===== config.mk =====
export PLATFORM = sky130hd
export DESIGN_NAME = mlblock_config_loader_flat
export DESIGN_NICKNAME = d
export VERILOG_FILES = /design/src/rtl/mlblock_config_loader_if.sv /design/src/rtl/mlblock_config_loader.sv /design/src/flat_wrapper.sv
export SDC_FILE = /design/constraint.sdc
export NUM_CORES = 1
export LEC_CHECK = 0
export CAP_MARGIN = 25
export CORE_MARGIN = 4
export CORE_UTILIZATION = 39
export DETAILED_ROUTE_END_ITERATION = 10
export PLACE_DENSITY = 0.65
export SYNTH_ARGS = -nofsm -noshare
export SYNTH_HDL_FRONTEND = slang
export SYNTH_SLANG_ARGS = --single-unit

===== constraint.sdc =====
create_clock -name clk -period 6.4 [get_ports clk]
set_input_delay 0.64 -clock clk [delete_from_list [all_inputs] [get_ports clk]]
set_output_delay 0.64 -clock clk [all_outputs]
set_load 0.05 [all_outputs]

===== src/rtl/mlblock_config_loader_if.sv =====
// Handshake and serial-chain bundle between a configuration source and the
// MLBlock config loader. The master side is the controller plus the tile
// (it drives config_ret); the slave side is the loader itself.
interface mlblock_config_loader_if #(
    parameter int CHAIN_LEN = 64
);
    logic                 cfg_valid;
    logic                 cfg_ready;
    logic [CHAIN_LEN-1:0] cfg_word;
    logic                 stall;
    logic                 config_en;
    logic                 config_out;
    logic                 config_ret;
    logic                 busy;
    logic                 done;
    logic [CHAIN_LEN-1:0] readback;

    modport master (
        output cfg_valid, cfg_word, stall, config_ret,
        input  cfg_ready, config_en, config_out, busy, done, readback
    );

    modport slave (
        input  cfg_valid, cfg_word, stall, config_ret,
        output cfg_ready, config_en, config_out, busy, done, readback
    );
endinterface


===== src/rtl/mlblock_config_loader.sv =====
// Serial configuration loader for one MLBlock tile. A parallel word is
// accepted on valid/ready, shifted out MSB first one bit per enabled cycle,
// while the old chain contents returning on config_ret are collected into
// readback (same bit ordering as cfg_word).
module mlblock_config_loader #(
    parameter int  CHAIN_LEN = 64,
    localparam int CNT_W     = $clog2(CHAIN_LEN + 1)
) (
    input  logic                    clk,
    input  logic                    reset,
    mlblock_config_loader_if.slave  bus
);

    typedef enum logic [1:0] {
        IDLE  = 2'd0,
        SHIFT = 2'd1,
        DONE  = 2'd2
    } state_t;

    state_t               state_q, state_d;
    logic [CHAIN_LEN-1:0] shift_q, shift_d;
    logic [CHAIN_LEN-1:0] readback_q, readback_d;
    logic [CNT_W-1:0]     cnt_q, cnt_d;
    logic                 shift_en;

    // State and datapath registers; reset abandons any load in progress.
    always_ff @(posedge clk or posedge reset) begin
        if (reset) begin
            state_q    <= IDLE;
            shift_q    <= '0;
            readback_q <= '0;
            cnt_q      <= '0;
        end else begin
            state_q    <= state_d;
            shift_q    <= shift_d;
            readback_q <= readback_d;
            cnt_q      <= cnt_d;
        end
    end

    // Next-state logic: accept in IDLE, shift on every unstalled SHIFT cycle,
    // leave SHIFT after the last of CHAIN_LEN enabled bits.
    always_comb begin
        state_d    = state_q;
        shift_d    = shift_q;
        readback_d = readback_q;
        cnt_d      = cnt_q;
        shift_en   = 1'b0;
        case (state_q)
            IDLE: begin
                if (bus.cfg_valid) begin
                    shift_d = bus.cfg_word;
                    cnt_d   = '0;
                    state_d = SHIFT;
                end
            end
            SHIFT: begin
                if (!bus.stall) begin
                    shift_en   = 1'b1;
                    shift_d    = {shift_q[CHAIN_LEN-2:0], 1'b0};
                    readback_d = {readback_q[CHAIN_LEN-2:0], bus.config_ret};
                    cnt_d      = cnt_q + 1'b1;
                    if (cnt_q == CNT_W'(CHAIN_LEN - 1)) begin
                        state_d = DONE;
                    end
                end
            end
            DONE: begin
                state_d = IDLE;
            end
            default: begin
                state_d = IDLE;
            end
        endcase
    end

    // config_out is the MSB flop of the shift register, so it is registered
    // and naturally holds while stalled; it drains to 0 once the word is out.
    assign bus.cfg_ready  = (state_q == IDLE);
    assign bus.config_en  = shift_en;
    assign bus.config_out = shift_q[CHAIN_LEN-1];
    assign bus.busy       = (state_q != IDLE);
    assign bus.done       = (state_q == DONE);
    assign bus.readback   = readback_q;

endmodule


===== src/flat_wrapper.sv =====
// flat-port wrapper written by rule: the top's interface ports become plain ports
module mlblock_config_loader_flat 
#(
    parameter int  CHAIN_LEN = 64,
    localparam int CNT_W     = $clog2(CHAIN_LEN + 1)
)
  (clk, reset, bus_cfg_valid, bus_cfg_word, bus_stall, bus_config_ret, bus_cfg_ready, bus_config_en, bus_config_out, bus_busy, bus_done, bus_readback);
  mlblock_config_loader_if #(.CHAIN_LEN(CHAIN_LEN)) bus_i ();
  input  logic clk;
  input  logic reset;
  input wire logic [$bits(bus_i.cfg_valid)-1:0] bus_cfg_valid;
  input wire logic [$bits(bus_i.cfg_word)-1:0] bus_cfg_word;
  input wire logic [$bits(bus_i.stall)-1:0] bus_stall;
  input wire logic [$bits(bus_i.config_ret)-1:0] bus_config_ret;
  output wire logic [$bits(bus_i.cfg_ready)-1:0] bus_cfg_ready;
  output wire logic [$bits(bus_i.config_en)-1:0] bus_config_en;
  output wire logic [$bits(bus_i.config_out)-1:0] bus_config_out;
  output wire logic [$bits(bus_i.busy)-1:0] bus_busy;
  output wire logic [$bits(bus_i.done)-1:0] bus_done;
  output wire logic [$bits(bus_i.readback)-1:0] bus_readback;
  assign bus_i.cfg_valid = bus_cfg_valid;
  assign bus_i.cfg_word = bus_cfg_word;
  assign bus_i.stall = bus_stall;
  assign bus_i.config_ret = bus_config_ret;
  assign bus_cfg_ready = bus_i.cfg_ready;
  assign bus_config_en = bus_i.config_en;
  assign bus_config_out = bus_i.config_out;
  assign bus_busy = bus_i.busy;
  assign bus_done = bus_i.done;
  assign bus_readback = bus_i.readback;
  mlblock_config_loader #(.CHAIN_LEN(CHAIN_LEN)) u_core (.clk(clk), .reset(reset), .bus(bus_i));
endmodule

# Yosys cells after proc, flatten, opt, wreduce, memory -nomap -nowiden
# Index checks and enable logic that the tools add are counted.
[totals] reg_bits=137 output_inout_bits=69 wordCells=30
[classes] addsub=1 eq_ne=6 mux=12 n_bitwise=1 reduce_logical=6
[ops] op="64-bit 2-to-1 mux" count=2
[ops] op="64-bit one-hot mux with 2 select lines" count=1
[ops] op="7-bit 2-to-1 mux" count=2
[ops] op="7-bit one-hot mux with 2 select lines" count=1
[ops] op="7-bit by 1-bit adder with 7-bit output, second input constant" count=1
[ops] op="7-bit by 6-bit equality test with 1-bit output, second input constant" count=1
[ops] op="2-bit 2-to-1 mux" count=3
[ops] op="3-bit AND reduction" count=2
[ops] op="2-bit inequality test, second input constant" count=2
[ops] op="2-bit one-hot mux with 2 select lines" count=1
[ops] op="2-bit nonzero test" count=2
[ops] op="2-bit by 1-bit equality test with 1-bit output, second input constant" count=1
[ops] op="2-bit equality test, second input constant" count=1
[ops] op="2-bit zero test" count=1
[ops] op="1-bit 2-to-1 mux" count=2
[ops] op="2-bit by 1-bit inequality test with 1-bit output, second input constant" count=1
[ops] op="2-bit AND reduction" count=1
[ops] op="1-bit NOT" count=1

# Logic depth before layout (Yosys ltp)
[logic_depth] word_depth=4 ltp_mapped=8

# Least setup slack after synthesis
# Ideal clock, no wire load.
[synth_path] kind="in2out" start="input port bus_stall" end="output port bus_config_en" arrival_time_ns=1.531 path_slack_ns=4.229 cell_stages=5 cell_sequence="or3b_1 > buf_6 > clkinv_2 > buf_6 > buf_4"
[synth_via] elab_chain_cells=2
[synth_lines] element="start: declaration" line_no="flat_wrapper.sv:13" text="input wire logic [$bits(bus_i.stall)-1:0] bus_stall;"
[synth_lines] element="1-bit 2-to-1 mux" line_no="mlblock_config_loader.sv:58" text="if (!bus.stall) begin"
[synth_lines] element="1-bit 2-to-1 mux" line_no="mlblock_config_loader.sv:49" text="case (state_q)"
[synth_lines] element="end: declaration" line_no="flat_wrapper.sv:16" text="output wire logic [$bits(bus_i.config_en)-1:0] bus_config_en;"
# No other way between the ends.

# Worst setup path after layout
# Same ends and word-level chain as after synthesis.

==> results.cfg <==
[global_route]
grt_overflow_total = 0
grt_max_degree = 100
grt_pass1_wl_microns = 21600
antenna_found_initial = 0
track_usage_pct = 16.3
first_global_vias = 4348

[worst_setup_path]
worstPathMaxFanout = 42
reg2regPathDepth = 4
end_kind = primary output
crit_type = in -> out
cp_slowest_cell = clkdlybuf4s50_1
r2r-start = u_core.state_q[0]
cp.arrival_ps = 2850
worst-endpoint-required_ps = 5760
crit_top_cell = clkdlybuf4s50_1
slowest_delay_ps = 940
crit_chain = clkdlybuf4s50_1, or3b_4, clkinv_2, clkdlybuf4s50_1
worstReg2RegEnd = u_core.shift_q[35]
r2r_setup_slack_ps = 3580
startpoint_type = input pin

[synth]
synth_mux_area_share_pct = 5.90
yosysSeqAreaShare_pct = 59.4
synth_top_area_cell = dfrtp_1
syn_area_per_cell_sq_um = 9.65
synth_cell_types = 36
synth_edf_count = 0
synth_seq_cells = 137
syn_nets = 668
synthXorXnorAreaFrac_pct = 0.152
synth_common_cells = nand2_1 (199), dfrtp_1 (137), o21ai_0 (62)
synthArstFlopShare_pct = 100
synthCells = 598
yosys.area_share.simple_pct = 17.7
ys.flop_type = dfrtp_1
synth.area.top_cells = dfrtp_1 (59%), nand2_1 (13%), mux2i_1 (5.9%), o21ai_0 (5.4%), a22oi_1 (4.2%)
synthAdderAreaFrac_pct = 0.217
yosysTopAreaCellShare_pct = 59.4
synthesis.area_sq_mm = 0.00577
yosys_warnings = 0
synth_compound_area_share_pct = 10.5
synth_top_family_by_area = simple AND/OR/NAND/NOR gates
synth.most_common_cell = nand2_1

[cts]
cts_tree = yes
cts_setup_buffers = 0
cts.htree.levels = 4
hold_buffers = 0
clock_path_buffers = 2
cts_sinks = 137
clk_pin_slew_ps = 50
cts_root_buf = clkbuf_16
cts-buffers-inserted = 17
cts_resized = 0
clk_latency_ps = 420

[min_path]
min_path_cells = 1
min_to = u_core.cnt_q[6]
hold_start = u_core.cnt_q[6]
hp-class = reg -> reg

[detailed_routing]
ant_nets = 0
remaining_drc_errors = 0
vias_per_cell = 4.90
drtIter0Drc = 365
dr_total_vias = 4488
routed_wl_microns = 13300
wl_per_cell_microns = 14.5
dr.pass1.iters = 5

[final_layout]
nets = 792
diodes = 0
postLayoutCellArea_sq_mm = 0.00781
area_delta_synth_final_pct = 35.5
drive_gt1_share_pct = 5.34

[timing]
skew_ps = 17.1
worst_pin_slew_ps = 1020
fin_crit_ps = 3490
finalSetupViolCount = 0
slew_headroom_pct = 31.9
finalSetupTns_ps = 0
fmax_ghz = 0.286
finalHoldViolations = 0
slew_viol_final = 0
rsz0062_at_grt = false
finalCritPeriodShare_pct = 54.6

[floorplanning]
start_util_pct = 39.7
io_pins = 138
coreArea_sq_mm = 0.0145
core.rowCount = 44
dieArea_sq_mm = 0.0168
die_w_microns = 130
die_h_microns = 130

[placement]
dpl_cell_area_sq_mm = 0.00724
port_buffers = 137
place_hpwl_microns = 8740
routabilityCongestion = 0.737

[pwr]
leakage_nw = 3.85
power_density_mw_per_mm2 = 333
vdd_drop_max_v = 0.000193

[run]
cap_violations = 0

[outcome]
status = finished, final reports clean
per-stage QoR:
| stage | std cells | utilization, % | power (mW) | hold WS, ps | setup slack (ps) |
|---|---|---|---|---|---|
| floorplan | 598 | - | 1.50 | 446 | 2090 |
| global placement | 884 | 49.6 | 1.68 | 458 | 2890 |
| detailed placement | 886 | 49.8 | 1.71 | 472 | 2890 |
| CTS | 914 | 53.6 | 2.64 | 478 | 2880 |
| global route | 915 | 53.8 | 2.75 | 502 | 2820 |
| finish | 915 | 53.8 | 2.60 | 477 | 2910 |
critical path, delay by kind of cell:
family                 cells  cell delay, ps
buffers and inverters      3            1820
and+or+nand+nor            1             390
final cells by class:
class / count / area, sq um
tap: 184 / 230
clock inverter: 4 / 70.1
timing repair buffer: 144 / 1470
fill: 1292 / 6720
multi-input combinational: 386 / 2000
sequential: 137 / 3430
inverter: 36 / 141
clock buffer: 24 / 472
power by group:
group | total, mW | switching, mW | internal (mW)
combinational | 0.550 | 0.333 | 0.217
sequential | 1.14 | 0.108 | 1.03
clock | 0.910 | 0.327 | 0.583
layer usage:
| layer | track usage (%) | wire, microns | vias up |
|---|---|---|---|
| li1 | - | - | 2208 |
| met1 | 21.7 | 5900 | 2153 |
| met2 | 25.4 | 6660 | 123 |
| met3 | 5.32 | 683 | 4 |
| met4 | 5.38 | 59 | 0 |
| met5 | 0 | 0 | - |
cells in the final DEF, fill, tap and decap left out, drive strengths merged, types with 3 or more instances in the layout:
cell,count
buf,7
nand2,199
clkdlybuf4s50,137
a22oi,32
mux2i,34
inv,35
clkbuf,24
clkinv,3
nand3,34
o21ai,66
nor2,3
dfrtp,137
state kept, by name (all words and copies together), names as in the netlist:
signal / flops
u_core.bus.readback: 64
u_core.state_q: 2
u_core.shift_q: 64
u_core.cnt_q: 7
cell families (layout without fill, tap and decap cells):
| family | Yosys count | count (layout) |
|---|---|---|
| compound gates | 102 | 102 |
| xor+xnor | 1 | 1 |
| fa+ha+maj | 1 | 1 |
| buf+inv | 75 | 208 |
| flops | 137 | 137 |
| mux | 34 | 34 |
| simple gates | 248 | 248 |
how the worst max path moves through the flow:
| stage | startpoint | slack (ps) | to |
|---|---|---|---|
| floorplan | reset | 2090 | u_core.bus.readback[0] |
| global placement | bus_stall | 2890 | bus_config_en |
| detailed placement | bus_stall | 2890 | bus_config_en |
| CTS | bus_stall | 2880 | bus_config_en |
| global route | bus_stall | 2820 | bus_config_en |
| finish | bus_stall | 2910 | bus_config_en |
Note: power is estimated with default switching activity, not from simulation.
